File: src/rtl/param_updown_counter.sv
// ---------------------------------------------------------------------------
// param_updown_counter
//
// Parametrised synchronous up/down binary counter with a programmable
// modulus, synchronous clear and parallel load, and wrap or saturate
// behaviour at the count limits. This is the general-purpose counter
// primitive for timers, dividers and address generators.
//
// Parameters:
//   WIDTH    - counter width in bits (>= 1)
//   MODULUS  - count range is 0..MODULUS-1, legal range 2..2**WIDTH
//   SATURATE - 0: wrap at the limits, 1: hold at the limits
//
// Ports:
//   CLK  in   clock, rising-edge active
//   RST  in   asynchronous active-high reset
//   EN   in   count enable
//   UP   in   direction, 1 = increment, 0 = decrement
//   CLR  in   synchronous clear to 0 (highest priority)
//   LOAD in   synchronous parallel load of D (clamped to MODULUS-1)
//   D    in   load value
//   Q    out  current count (registered)
//   TC   out  terminal count, combinational from Q, UP and EN
//   WRAP out  registered one-cycle pulse after a wrap-around edge
//   SAT  out  registered flag after an edge that was pinned at a limit
// ---------------------------------------------------------------------------
module param_updown_counter #(
  parameter int WIDTH    = 4,
  parameter int MODULUS  = 16,
  parameter bit SATURATE = 1'b0
) (
  input  logic             CLK,
  input  logic             RST,
  input  logic             EN,
  input  logic             UP,
  input  logic             CLR,
  input  logic             LOAD,
  input  logic [WIDTH-1:0] D,
  output logic [WIDTH-1:0] Q,
  output logic             TC,
  output logic             WRAP,
  output logic             SAT
);

  // Largest legal count. When MODULUS equals 2**WIDTH this is all ones,
  // so the wrap path reduces to natural binary rollover.
  localparam logic [WIDTH-1:0] MAX_Q  = WIDTH'(MODULUS - 1);
  localparam logic [WIDTH-1:0] ZERO_Q = {WIDTH{1'b0}};
  localparam logic [WIDTH-1:0] ONE_Q  = {{(WIDTH-1){1'b0}}, 1'b1};

  logic [WIDTH-1:0] q_r;
  logic             wrap_r;
  logic             sat_r;

  logic [WIDTH-1:0] q_next_s;
  logic             wrap_next_s;
  logic             sat_next_s;
  logic             at_max_s;
  logic             at_min_s;

  assign at_max_s = (q_r == MAX_Q);
  assign at_min_s = (q_r == ZERO_Q);

  // Terminal count is combinational so it can directly enable a next stage.
  assign TC = EN & ((UP & at_max_s) | (~UP & at_min_s));

  assign Q    = q_r;
  assign WRAP = wrap_r;
  assign SAT  = sat_r;

  // Next-state selection: CLR > LOAD > count > hold; flags default low.
  always_comb begin
    q_next_s    = q_r;
    wrap_next_s = 1'b0;
    sat_next_s  = 1'b0;
    if (CLR) begin
      q_next_s = ZERO_Q;
    end else if (LOAD) begin
      // D is only examined here, so an undriven D cannot leak into Q.
      if (D > MAX_Q) begin
        q_next_s = MAX_Q;
      end else begin
        q_next_s = D;
      end
    end else if (EN) begin
      if (UP) begin
        if (!at_max_s) begin
          q_next_s = q_r + ONE_Q;
        end else if (SATURATE) begin
          sat_next_s = 1'b1;
        end else begin
          q_next_s    = ZERO_Q;
          wrap_next_s = 1'b1;
        end
      end else begin
        if (!at_min_s) begin
          q_next_s = q_r - ONE_Q;
        end else if (SATURATE) begin
          sat_next_s = 1'b1;
        end else begin
          q_next_s    = MAX_Q;
          wrap_next_s = 1'b1;
        end
      end
    end else begin
      q_next_s = q_r;
    end
  end

  // Count and flag registers with asynchronous reset.
  always_ff @(posedge CLK or posedge RST) begin
    if (RST) begin
      q_r    <= ZERO_Q;
      wrap_r <= 1'b0;
      sat_r  <= 1'b0;
    end else begin
      q_r    <= q_next_s;
      wrap_r <= wrap_next_s;
      sat_r  <= sat_next_s;
    end
  end

endmodule

File: config.mk
export PLATFORM = sky130hd
export DESIGN_NAME = param_updown_counter
export DESIGN_NICKNAME = d
export VERILOG_FILES = /design/src/rtl/param_updown_counter.sv
export SDC_FILE = /design/constraint.sdc
export NUM_CORES = 1
export LEC_CHECK = 0
export CAP_MARGIN = 15
export CORE_AREA = 3 3 40 42
export DETAILED_ROUTE_END_ITERATION = 16
export DIE_AREA = 0 0 43 45
export GPL_TIMING_DRIVEN = 0
export SKIP_CTS_REPAIR_TIMING = 1
export SLEW_MARGIN = 20
export SYNTH_ARGS = -nofsm -noshare
export SYNTH_HDL_FRONTEND = slang
export SYNTH_SLANG_ARGS = --single-unit
File: constraint.sdc
create_clock -name CLK -period 1.46 [get_ports CLK]
set_clock_uncertainty 0.1 [all_clocks]
set_input_delay 0.219 -clock CLK [delete_from_list [all_inputs] [get_ports CLK]]
set_output_delay 0.219 -clock CLK [all_outputs]
set_load 0.02 [all_outputs]
==> metrics.md, run 1 <==
| Metric | Value |
|---|---|
| Status | `finished with violations` |
| Failing checks | `negative setup slack` |
| Mux contribution to synthesized area | `0.0500` |
| RSZ-0062 raised after global routing | `true` |
| Clk sink count | `5` |
| Syn Area/Cell | `about 8.2 um^2` |
| Die height | `45 um` |
| Cells after Synth | `52` |
| Synth Area in XOR/XNOR | `0.0412` |
| Leakage | `0.373 nW` |
| Core area | `1280 um^2` |
| Final setup viols | `4` |
| Fin Hold WS | `roughly 0.076 ns` |
| CTS max path bufs | `2` |
| M1 WL | `435 um` |
| Area share of the largest cell type after synthesis | `0.294` |
| Area leader, netlist | `dfrtp_1` |
| Worst hold path type | `in -> async` |
| DP HPWL | `697 um` |
| GRT Residual Overflow | `0` |
| Pre-antenna DRT Iters | `4` |
| CTS tree | `built` |
| Fmax | `roughly 550 MHz` |
| DRC viols | `0` |
| Via Count | `410` |
| VDD IR-drop max | `~730 uV` |
| Total Routing Usage GR | `0.102` |
| WP data arrival | `1.50 ns` |
| Final Max Tran Viols | `0` |
| Area contributors post-synth | `dfrtp_1, ha_1, a21oi_1` |
| Sequential share of the synthesized area | `0.294` |
| Max cap viols | `0` |
| Antenna Nets Post-Route | `0` |
| Iteration-0 DRC Markers | `2` |
| TritonCTS buffer count | `3` |
| Largest net degree at the start of global routing | `9` |
| Final worst-path setup slack | `-0.364 ns` |
| Number of port buffers | `13` |
| Clock Root Buffer | `clkbuf_4` |
| Initial Utilization | `0.331` |
| Worst EP required | `1.14 ns` |
| Final std cells w/o fill | `89` |
| Total placed cells including tap cells | `80` |
| Synth Register Bits | `5` |
| Count of cell types in the netlist | `25` |
| Final hold viol count | `0` |
| Vias in the first global route | `372` |
| Syn_nets | `65` |
| First-pass GRT wire length | `1.51 mm` |
| Combinational family with the most area after synthesis | `compound AO/OA/AOI/OAI gates` |
| Final Util | `0.553` |
| Yosys warns | `0` |
| Layout area overhead | `67.1%` |
| Complex-gate fraction of the synthesized area | `0.265` |
| Avg WL per Cell | `around 11 um` |
| Pwr/cell area | `712 nW/um^2` |
| Initial antenna violation count | `0` |
| Via density | `4.61` |
| CP Max Fanout | `6` |
| Crit path kind | `reg -> out` |
| CP Capture Type | `primary output` |
| Core Rows | `13` |
| Clock latency on the worst-skew pair | `0.23 ns` |
| Nets | `88` |
| Wire length on met2 | `437 um` |
| Post-Synth Simple-Gate Area | `0.156` |
| Die area | `slightly below 2000 um^2` |
| Die width | `43 um` |
| Part of the cycle the worst path needs | `1.25` |
| Gp weighted congestion | `0.757` |
| Met3 routed WL | `73 um` |
| WL final | `946 um` |
| Clock transition at path regs | `about 0.04 ns` |
| Adder-cell share of the synthesized area | `0.0882` |
| CP startpoint kind | `flop` |
| N_diodes | `0` |
| Share of layout cells above drive strength 1 | `0.311` |
| Ports | `17` |
| Final min period | `1.82 ns` |
| Mapped cell area | `between 400 and 500 um^2` |
| Post-place setup slack | `-0.616 ns` |
| H-tree depth | `1` |
| Top sig layer | `met3` |
==> state kept, by name, summed over array words and instances (netlist names) <==
name and flops:
Q 4, WRAP 1
==> cell usage after synthesis <==
master / instances
inv_1: 6
ha_1: 3
nor2_1: 2
a21oi_1: 7
a41oi_2: 1
nor3b_1: 1
clkbuf_1: 2
o21bai_1: 1
or4_1: 1
a311o_1: 1
dfrtp_1: 5
nand4_1: 1
o21ai_0: 2
nand2_1: 5
mux2_2: 1
conb_1: 1
inv_2: 1
a221oi_1: 1
o31ai_1: 2
xor2_1: 2
nand2b_1: 2
buf_4: 1
mux2i_1: 1
and2_1: 1
a21bo_1: 1
==> routing by layer <==
metal / up-vias / global-route usage
met4: 0 / 0.0181
met5: - / 0
met3: 0 / 0.0398
li1: 222 / -
met1: 176 / 0.125
met2: 12 / 0.174
==> where the power goes <==
| part | internal (W) | switching [W] | leakage [nW] |
|---|---|---|---|
| Clock | 0.000103 | 0.0000518 | 0.0150 |
| Sequential | 0.000149 | 0.0000171 | 0.0619 |
| Combinational | 0.000101 | 0.0000844 | 0.296 |
| Total | 0.000353 | 0.000153 | 0.373 |
==> final timing paths <==
path | start | to | slack, ns | cells after the start
min in group CLK | EN | Q[3]$_DFFE_PP0P_ | 0.30 | 2
worst max-delay path | Q[1]$_DFFE_PP0P_ | TC | -0.36 | 6
worst max register to register | Q[1]$_DFFE_PP0P_ | Q[2]$_DFFE_PP0P_ | -0.16 | 7
max in group asynchronous | RST | Q[0]$_DFFE_PP0P_ | 1.00 | 2
worst min-delay path | RST | Q[3]$_DFFE_PP0P_ | 0.08 | 2
worst min register to register | Q[0]$_DFFE_PP0P_ | Q[0]$_DFFE_PP0P_ | 0.66 | 4
==> per-stage QoR <==
step           TNS [ns]  area (um^2)  total power [W]
6_report         -0.711          711         0.000506
5_1_grt           -1.04          711         0.000545
4_1_cts           -1.87          606         0.000472
3_5_place_dp     -0.900          579         0.000312
3_3_place_gp     -0.971          579         0.000313
2_1_floorplan    -0.132          430         0.000254
==> cell type report <==
type	instances	area (um^2)
buffer	3	15.0
clock buffer	4	26.3
fill	120	574
inverter	7	28.8
multi-input combinational	37	312
sequential	5	129
tap	15	18.8
timing repair buffer	18	181
==> kinds of logic after synthesis <==
family          count (synthesis)
compound gates                 16
simple gates                   13
buf+inv                        10
flops                           5
fa+ha+maj                       3
xor+xnor                        2
mux                             2
other cells                     1
==> critical path: stages, from the launching register on <==
cell	delay, ns
dfrtp_2	0.46
inv_4	0.09
ha_4	0.15
nand2b_4	0.06
o31ai_4	0.23
and2_4	0.17
buf_6	0.11
==> placed cells by master (no fill, tap or decap), types with 2 or more instances in the layout <==
master,count
clkdlybuf4s50_1,7
xor2_1,2
ha_4,2
inv_1,5
nand2_1,5
clkbuf_4,3
nor2_1,2
buf_4,6
a21oi_1,6
dfrtp_1,2
clkbuf_1,3
dfrtp_2,3
dlymetal6s2s_1,5
No activity file was read; power rests on OpenSTA's default activity.
==> run 2, diff against run 1 <==
--- a/config.mk
+++ b/config.mk
@@ -10,6 +10,7 @@
 export DETAILED_ROUTE_END_ITERATION = 16
 export DIE_AREA = 0 0 43 45
 export GPL_TIMING_DRIVEN = 0
+export MAX_ROUTING_LAYER = met4
 export SKIP_CTS_REPAIR_TIMING = 1
 export SLEW_MARGIN = 20
 export SYNTH_ARGS = -nofsm -noshare
==> run 2 against run 1 <==
Effect of this change: the flow still finishes with violations (negative setup slack); clock-buffer cell count unchanged; setup slack about the same; cell area unchanged; die area unchanged; register-to-register slack about the same; first-iteration DRC count increased by 50%; final cell count unchanged; total power about the same; combinational power about the same; global-route usage increased by 0.31 points; wire length unchanged; flip-flop and latch count unchanged; critical endpoint unchanged.
==> metrics.md, run 2 (synthesized netlist as in run 1, its figures left out) <==
| Metric | Value |
|---|---|
| Setup_tns | `-0.712 ns (-0.00135 ns)` |
| Net Switching | `0.000154 W (+0.18%)` |
| VDD IR-drop max | `735 uV (+0.20%)` |
| First-pass GRT wire length | `1.51 mm (unchanged)` |
| Status | `finished with violations` |
| Ports | `17 (unchanged)` |
| Register area | `129 um^2 (unchanged)` |
| Commonest non-fill, non-tap cell in the layout | `clkdlybuf4s50_1` |
| Combinational Power Share | `0.365 (about the same)` |
| WL final | `946 um (unchanged)` |
| Die height | `45 um (unchanged)` |
| Combined area of the multi-input logic cells | `312 um^2 (unchanged)` |
| Clock Root Buffer | `clkbuf_4` |
| Most frequent cells in the layout | `clkdlybuf4s50_1, a21oi_1, buf_4` |
| Via Count | `409 (-0.24%)` |
| Share of layout cells above drive strength 1 | `0.311 (unchanged)` |
| Clock latency on the worst-skew pair | `0.24 ns (about the same)` |
| WP data arrival | `1.51 ns (about the same)` |
| Via density | `4.60 (-0.24%)` |
| N_diodes | `0 (unchanged)` |
| Fill cell count | `120 (unchanged)` |
| CTS tree | `built` |
| Final setup viols | `4 (unchanged)` |
| Final worst-path setup slack | `-0.364 ns (-0.000273 ns)` |
| Crit path kind | `reg -> out` |
| RSZ-0062 raised after global routing | `true` |
| Leakage | `0.373 nW (unchanged)` |
| DP HPWL | `697 um (unchanged)` |
| Final std cells w/o fill | `89 (unchanged)` |
| Sw frac | `0.303 (+0.000371)` |
| Avg WL per Cell | `10.6 um (unchanged)` |
| Largest net degree at the start of global routing | `9 (unchanged)` |
| Nets | `88 (unchanged)` |
| Clock transition at path regs | `0.04 ns (about the same)` |
| Layout area overhead | `67.1% (unchanged)` |
| Fmax | `548 MHz (about the same)` |
| Iteration-0 DRC Markers | `3 (+1)` |
| Total placed cells including tap cells | `80 (unchanged)` |
| Crit path cell chain | `inv_4, ha_4, nand2b_4, o31ai_4, and2_4, buf_6` |
| Final hold viol count | `0 (unchanged)` |
| Max cap viols | `0 (unchanged)` |
| Worst EP required | `1.14 ns (about the same)` |
| TritonCTS buffer count | `3 (unchanged)` |
| Clk pwr share | `0.306 (about the same)` |
| CP startpoint kind | `flop` |
| Number of port buffers | `13 (unchanged)` |
| Part of the cycle the worst path needs | `1.25 (about the same)` |
| Flop pwr share | `0.328 (about the same)` |
| CP Capture Type | `primary output` |
| Flop-to-flop setup slack | `-0.16 ns (about the same)` |
| Final Util | `0.553 (unchanged)` |
| Die area | `1940 um^2 (unchanged)` |
| Core area | `1280 um^2 (unchanged)` |
| CP Max Fanout | `6 (unchanged)` |
| Total Routing Usage GR | `0.105 (+0.00308)` |
| Final Max Tran Viols | `0 (unchanged)` |
| Core Rows | `13 (unchanged)` |
| Pint | `0.000353 W (about the same)` |
| Initial Utilization | `0.331 (unchanged)` |
| Vias in the first global route | `371 (-0.27%)` |
| Initial antenna violation count | `0 (unchanged)` |
| Failing checks | `negative setup slack` |
| Die width | `43 um (unchanged)` |
| Antenna Nets Post-Route | `0 (unchanged)` |
| Slowest CP cell | `dfrtp_2` |
| Post-place setup slack | `-0.616 ns (unchanged)` |
| CTS max path bufs | `2 (unchanged)` |
| Total power | `0.000507 W (about the same)` |
| Max reg flops | `4 (unchanged)` |
| Max incr delay on CP | `0.46 ns (about the same)` |
| GRT Residual Overflow | `0 (unchanged)` |
| DRC viols | `0 (unchanged)` |
| Worst hold path type | `in -> async` |
| Final min period | `1.82 ns (+0.000273 ns)` |
| Pwr/cell area | `713 nW/um^2 (about the same)` |
| Clk sink count | `5 (unchanged)` |
| H-tree depth | `1 (unchanged)` |
| Pre-antenna DRT Iters | `4 (unchanged)` |
| Gp weighted congestion | `0.766 (+1.3%)` |
## run 2: path summary, 6_finish.rpt
check                                       from               end  cells past startpoint
worst max-delay path            Q[1]$_DFFE_PP0P_                TC                      6
worst min-delay path                         RST  Q[3]$_DFFE_PP0P_                      2
worst max register to register  Q[1]$_DFFE_PP0P_  Q[2]$_DFFE_PP0P_                      7
worst min register to register  Q[0]$_DFFE_PP0P_  Q[0]$_DFFE_PP0P_                      4
max in group asynchronous                    RST  Q[0]$_DFFE_PP0P_                      2
min in group CLK                              EN  Q[3]$_DFFE_PP0P_                      2
## run 2: metal layers
metal	GRT usage	routed length, um	vias to the layer above
met3	0.0359	62	0
met2	0.174	439	12
met1	0.127	444	175
li1	-	-	222
met4	0.0181	0	0
met5	-	0	-
## run 2: critical path, delay by kind of cell (launching register included)
| kind | cells | cell delay, ns |
|---|---|---|
| flops | 1 | 0.46 |
| fa+ha+maj | 1 | 0.15 |
| simple gates | 2 | 0.23 |
| compound gates | 1 | 0.23 |
| buf+inv | 2 | 0.20 |
## run 2: stage by stage
stage	hold slack, ns	area (um^2)
detailed placement	0.331	579
finish	0.0750	711
floorplan	-0.103	430
CTS	0.0788	606
global placement	0.324	579
global route	0.100	711
## run 2: cell type report
| cell class | instances | share of cell area |
|---|---|---|
| Timing Repair Buffer | 18 | 0.255 |
| Inverter | 7 | 0.0405 |
| Buffer | 3 | 0.0211 |
| Sequential cell | 5 | 0.181 |
| Multi-Input combinational cell | 37 | 0.438 |
| Tap cell | 15 | 0.0264 |
| Clock buffer | 4 | 0.0370 |
## run 2: power by group through the flow
| stage | clock network (W) | logic [W] | registers [W] |
|---|---|---|---|
| 5_1_grt | 0.000175 | 0.000202 | 0.000168 |
| 6_report | 0.000155 | 0.000185 | 0.000166 |
| 3_5_place_dp | 0 | 0.000145 | 0.000167 |
| 3_3_place_gp | 0 | 0.000146 | 0.000167 |
| 4_1_cts | 0.000161 | 0.000147 | 0.000165 |
| 2_1_floorplan | 0 | 0.0000796 | 0.000174 |
==> RTL edit 1: new RTL, flow settings as in run 1 <==
`SATURATE`: 1'b0 -> 1'b1.
--- a/src/rtl/param_updown_counter.sv
+++ b/src/rtl/param_updown_counter.sv
@@ -29,3 +29,3 @@
   parameter int MODULUS  = 16,
-  parameter bit SATURATE = 1'b0
+  parameter bit SATURATE = 1'b1
 ) (
Formal check against the unedited RTL: not equivalent (a bounded check fails within 4 cycles, from zero or initial values and one cycle with RST high).
==> RTL edit 1 against run 1 <==
The run still ends with negative setup slack left. Area after synthesis down 2.6%. Power up 8.7%. Sequential cell count unchanged. Global-route usage about the same. Non-clock buffer count up 2. Final cell count down 7.9%. Count of clock-buffer cells in the layout unchanged. Sequential share of layout area down 1.2 points. Setup slack worse by 0.15 ns. Wire length up 12%. Via count down 4.4%. Cell area up 7.4%. Largest power group unchanged.
==> RTL edit 1: results (changes against run 1) <==
Logic synthesis
  – Top cells by area in the synthesized netlist: dfrtp_1, a2111oi_2, o221ai_4, ha_1, fa_1 (was dfrtp_1, ha_1, a21oi_1, inv_1, nand2_1)
  – Syn Nets: 54 (was 65)
  – Seq/Total Area, Yosys: 0.3021 (was 0.2941)
  – Most used standard cells in the synthesized netlist: dfrtp_1, inv_1, nor2_1 (was a21oi_1, inv_1, dfrtp_1, nand2_1, ha_1)
  – Mapped Avg Cell Area: 10.10 sq um (was 8.181 sq um)
  – Number of distinct library cells after synthesis: 26 (was 25)

Global routing
  – Routing usage on met2: 0.1527 (was 0.1737)
  – Via count of the first global-routing pass: 352 (was 372)
  – Met3 Track Usage GR: 0.04382 (was 0.03984)
  – Met1 usage: 0.1314 (was 0.1247)
  – Global-route wire length before repair: 1469 microns (was 1511 microns)
  – Pin count of the biggest net entering global routing: 7 (was 9)
  – Global-route total usage across every layer: 0.1019 (was 0.1021)

Power and ir drop
  – Leakage power: 0.3871 nW (was 0.3727 nW)
  – Maximum VDD drop: 0.7330 mV (was 0.7332 mV)

Placement
  – Area after detailed placement: 610.6 sq um (was 579.3 sq um)
  – Post-detailed-placement half-perimeter wirelength: 694.9 microns (was 696.5 microns)
  – Count of buffers from port buffering: 15 (was 13)
  – Placed insts: 71 (was 80)

Timing
  – Number of failing setup endpoints in the final timing report: 6 (was 4)
  – Worst hold slack: 0.07309 ns (was 0.07568 ns)
  – Setup TNS after final layout: -2.029 ns (was -0.7107 ns)
  – Final Worst Setup Slack: -0.5098 ns (was -0.3638 ns)

Status
  – Failing checks: negative setup slack (unchanged)
  – Run status: finished with violations (unchanged)

Worst setup path
  – Max Fanout on Critical Path: 4 (was 6)
  – Critical path launch point: Q[0] (was Q[1])
  – Data arrival, critical path: 2.00 ns (was 1.50 ns)
  – Gate family responsible for the most delay along the worst path: simple AND/OR/NAND/NOR gates (was flip-flops)
  – Max stage delay on crit path: 0.43 ns (was 0.46 ns)

Drt
  – First-pass iteration count of the detailed router: 3 (was 4)
  – Wire length per cell after detailed routing: 12.90 microns (was 10.63 microns)
  – Initial detailed-routing violation count: 5 (was 2)
  – Vias post-DR: 392 (was 410)

Layout
  – Layout cell share with drive strength beyond 1: 0.4627 (was 0.3108)

CTS
  – Post-CTS clock slew at the launch and capture registers of the worst setup and hold paths: 0.04 ns (about the same)
==> RTL edit 1: cells by family (layout without fill, tap and decap cells) <==
group / after synthesis / in the layout / synth area share
adders and majority gates: 3 / 3 / 0.1088
and+or+nand+nor: 12 / 12 / 0.1571
xor gates and xnor gates: 2 / 2 / 0.04230
other: 1 / 1 / 0.009055
DFF: 5 / 5 / 0.3021
buffers and inverters: 5 / 31 / 0.05438
AOI/OAI and AO/OA: 12 / 12 / 0.3021
muxes: 1 / 1 / 0.02417
==> RTL edit 1: area by class of cell <==
type                            instances  area (sq um)
Tap cell                               15         18.77
Inverter                                4         15.01
Clock buffer                            4         26.28
Fill cell                             107         521.8
Multi-Input combinational cell         31         347.8
Timing Repair Buffer                   22         219.0
Sequential cell                         5         128.9
Buffer                                  1         7.507
==> RTL edit 1: metal layers <==
layer  wire, microns  part of all wire  vias to the layer above
met2             500              0.47                       14
met3              76             0.072                        0
met1             481              0.45                      177
met5               0                 0                        -
met4               0                 0                        0
li1                -                 -                      201
==> RTL edit 1: worst paths after layout <==
kind,end,cells past startpoint
max,Q[3],6
min,Q[3],2
max reg2reg,Q[3],6
min reg2reg,Q[1],2
max in group asynchronous,Q[0],2
min in group CLK,Q[2],3
==> RTL edit 1: report_power, final <==
group          internal (W)  switching [W]  total [W]  leakage [nW]
Clock              0.000103      0.0000528   0.000156        0.0150
Combinational      0.000123       0.000105   0.000228         0.311
Sequential         0.000151      0.0000162   0.000167        0.0615
Total              0.000377       0.000174   0.000550         0.387
==> RTL edit 1: per-stage QoR <==
stage / util / setup WS [ns]
5_1_grt: 0.5940 / -0.5796
4_1_cts: 0.4956 / -1.073
3_5_place_dp: 0.4752 / -1.069
2_1_floorplan: - / -0.4692
3_3_place_gp: 0.4752 / -1.055
6_report: 0.5940 / -0.5098
==> RTL edit 2: new RTL, config.mk and constraints of run 1 <==
Without the edit above. Make the reset (`RST`) synchronous in one clocked block. Comments in the files are not updated.
--- a/src/rtl/param_updown_counter.sv
+++ b/src/rtl/param_updown_counter.sv
@@ -110,3 +110,3 @@
   // Count and flag registers with asynchronous reset.
-  always_ff @(posedge CLK or posedge RST) begin
+  always_ff @(posedge CLK) begin
     if (RST) begin
Behaviour: differs if RST is asserted again (counterexample within 4 cycles, from zero or initial values and one cycle with RST high); with RST held inactive, the same outputs for 10 cycles.
==> RTL edit 2 against run 1 <==
The flow still finishes with violations (negative setup slack). Count of clock-buffer cells in the layout stayed put. Combinational power is 24% lower. Non-clock buffer count shrank 1. Maximum frequency grew 7.8%. Sequential power fell by 8%. Setup slack improved by 0.13 ns. Die area unchanged. First-iteration DRC count rose to 3.0 times the old value. Sequential cell count is the same. Cell area down 5.5%. Power is 10% lower. Wire length rose by 5.1%. Area after synthesis fell by 14%. Largest cell class unchanged. Highest routed layer is now met4.
==> RTL edit 2: results (changes against run 1) <==
Status
  – Run status: finished with violations (unchanged)
  – Failing checks: negative setup slack (unchanged)

Layout
  – Area growth syn-to-layout: 82.65% (was 67.06%)
  – Layout Nets: 80 (was 88)
  – Layout cell share with drive strength beyond 1: 0.3582 (was 0.3108)
  – Final antenna diode count: 0 (unchanged)

Logic synthesis
  – Mapped Avg Cell Area: 8.360 sq um (was 8.181 sq um)
  – Post-synthesis mux area share: 0.02721 (was 0.05000)
  – Parity-gate share of the synthesized area counting xor and xnor cells: 0.07143 (was 0.04118)
  – Syn Nets: 56 (was 65)
  – Most used standard cells in the synthesized netlist: dfxtp_1, a21oi_1, nor2_1, xnor2_1 (was a21oi_1, inv_1, dfrtp_1, nand2_1, ha_1)
  – Seq/Total Area, Yosys: 0.2721 (was 0.2941)
  – Compound-cell area share of the yosys netlist: 0.2721 (was 0.2647)
  – FFs w/ async S/R, synth: 0 (was 1.000)
  – Top cells by area in the synthesized netlist: dfxtp_1, xnor2_1, ha_1, a21oi_1, a2111oi_2 (was dfrtp_1, ha_1, a21oi_1, inv_1, nand2_1)
  – Number of distinct library cells after synthesis: 28 (was 25)
  – Synth Area in Adders: 0.06803 (was 0.08824)

Placement
  – Setup slack at placement: -0.7772 ns (was -0.6160 ns)
  – Last weighted congestion value of the routability-driven placer: 0.6668 (was 0.7566)
  – Count of buffers from port buffering: 15 (was 13)
  – Placed insts: 74 (was 80)

Global routing
  – Met1 usage: 0.1111 (was 0.1247)
  – Pin count of the biggest net entering global routing: 9 (unchanged)
  – Met3 Track Usage GR: 0.05976 (was 0.03984)
  – Global-route wire length before repair: 1380 microns (was 1511 microns)
  – Routing usage on met2: 0.1557 (was 0.1737)
  – Global-route total usage across every layer: 0.1042 (was 0.1021)
  – Via count of the first global-routing pass: 340 (was 372)

Drt
  – Wire length on met2: 528 microns (was 437 microns)
  – Total met3 wirelength after detailed routing: 82 microns (was 73 microns)
  – Routed length on met1: 366 microns (was 435 microns)
  – Initial detailed-routing violation count: 6 (was 2)
  – Highest routed layer: met4 (was met3)
  – Wire length per cell after detailed routing: 12.12 microns (was 10.63 microns)

Worst setup path
  – Master of the slowest instance on the critical path: dfxtp_4 (was dfrtp_2)
  – Max stage delay on crit path: 0.36 ns (was 0.46 ns)
  – Max Fanout on Critical Path: 5 (was 6)

Timing
  – Final Worst Setup Slack: -0.2315 ns (was -0.3638 ns)
  – Number of failing setup endpoints in the final timing report: 1 (was 4)
  – Setup TNS after final layout: -0.2315 ns (was -0.7107 ns)

Power and ir drop
  – Power per unit of standard cell area: 676.9 nW/um^2 (was 712.4 nW/um^2)
  – Leakage power: 0.3455 nW (was 0.3727 nW)
  – Switching share of power: 0.2874 (was 0.3030)

CTS
  – Number of H-tree levels: 1 (unchanged)

Worst hold path
  – Class of the tightest hold or removal check: input port to flip-flop (was input port to async pin)
## RTL edit 2: critical path, delay by kind of cell, from the launching register on
| kind | cells | cell delay (ns) |
|---|---|---|
| adder cells (fa/ha/maj) | 1 | 0.13 |
| buffers and inverters | 2 | 0.18 |
| flip-flops | 1 | 0.36 |
| AND/OR/NAND/NOR | 3 | 0.39 |
| AO/OA/AOI/OAI | 1 | 0.07 |
## RTL edit 2: worst paths after layout
path,slack [ns],cells after the start,end,from
setup / recovery,-0.23,7,TC,Q[1]
hold / removal,0.38,3,Q[3],UP
setup reg to reg,0.02,7,Q[2],Q[1]
hold reg to reg,0.53,2,Q[2],Q[2]
## RTL edit 2: layout make-up
class / count / share of cell area
repair buffers: 19 / 0.2924
flip-flops and latches: 5 / 0.1676
multi-input cells: 34 / 0.4320
clock buffers: 4 / 0.03911
plain buffers: 1 / 0.01117
inverters: 4 / 0.02980
well taps: 15 / 0.02793
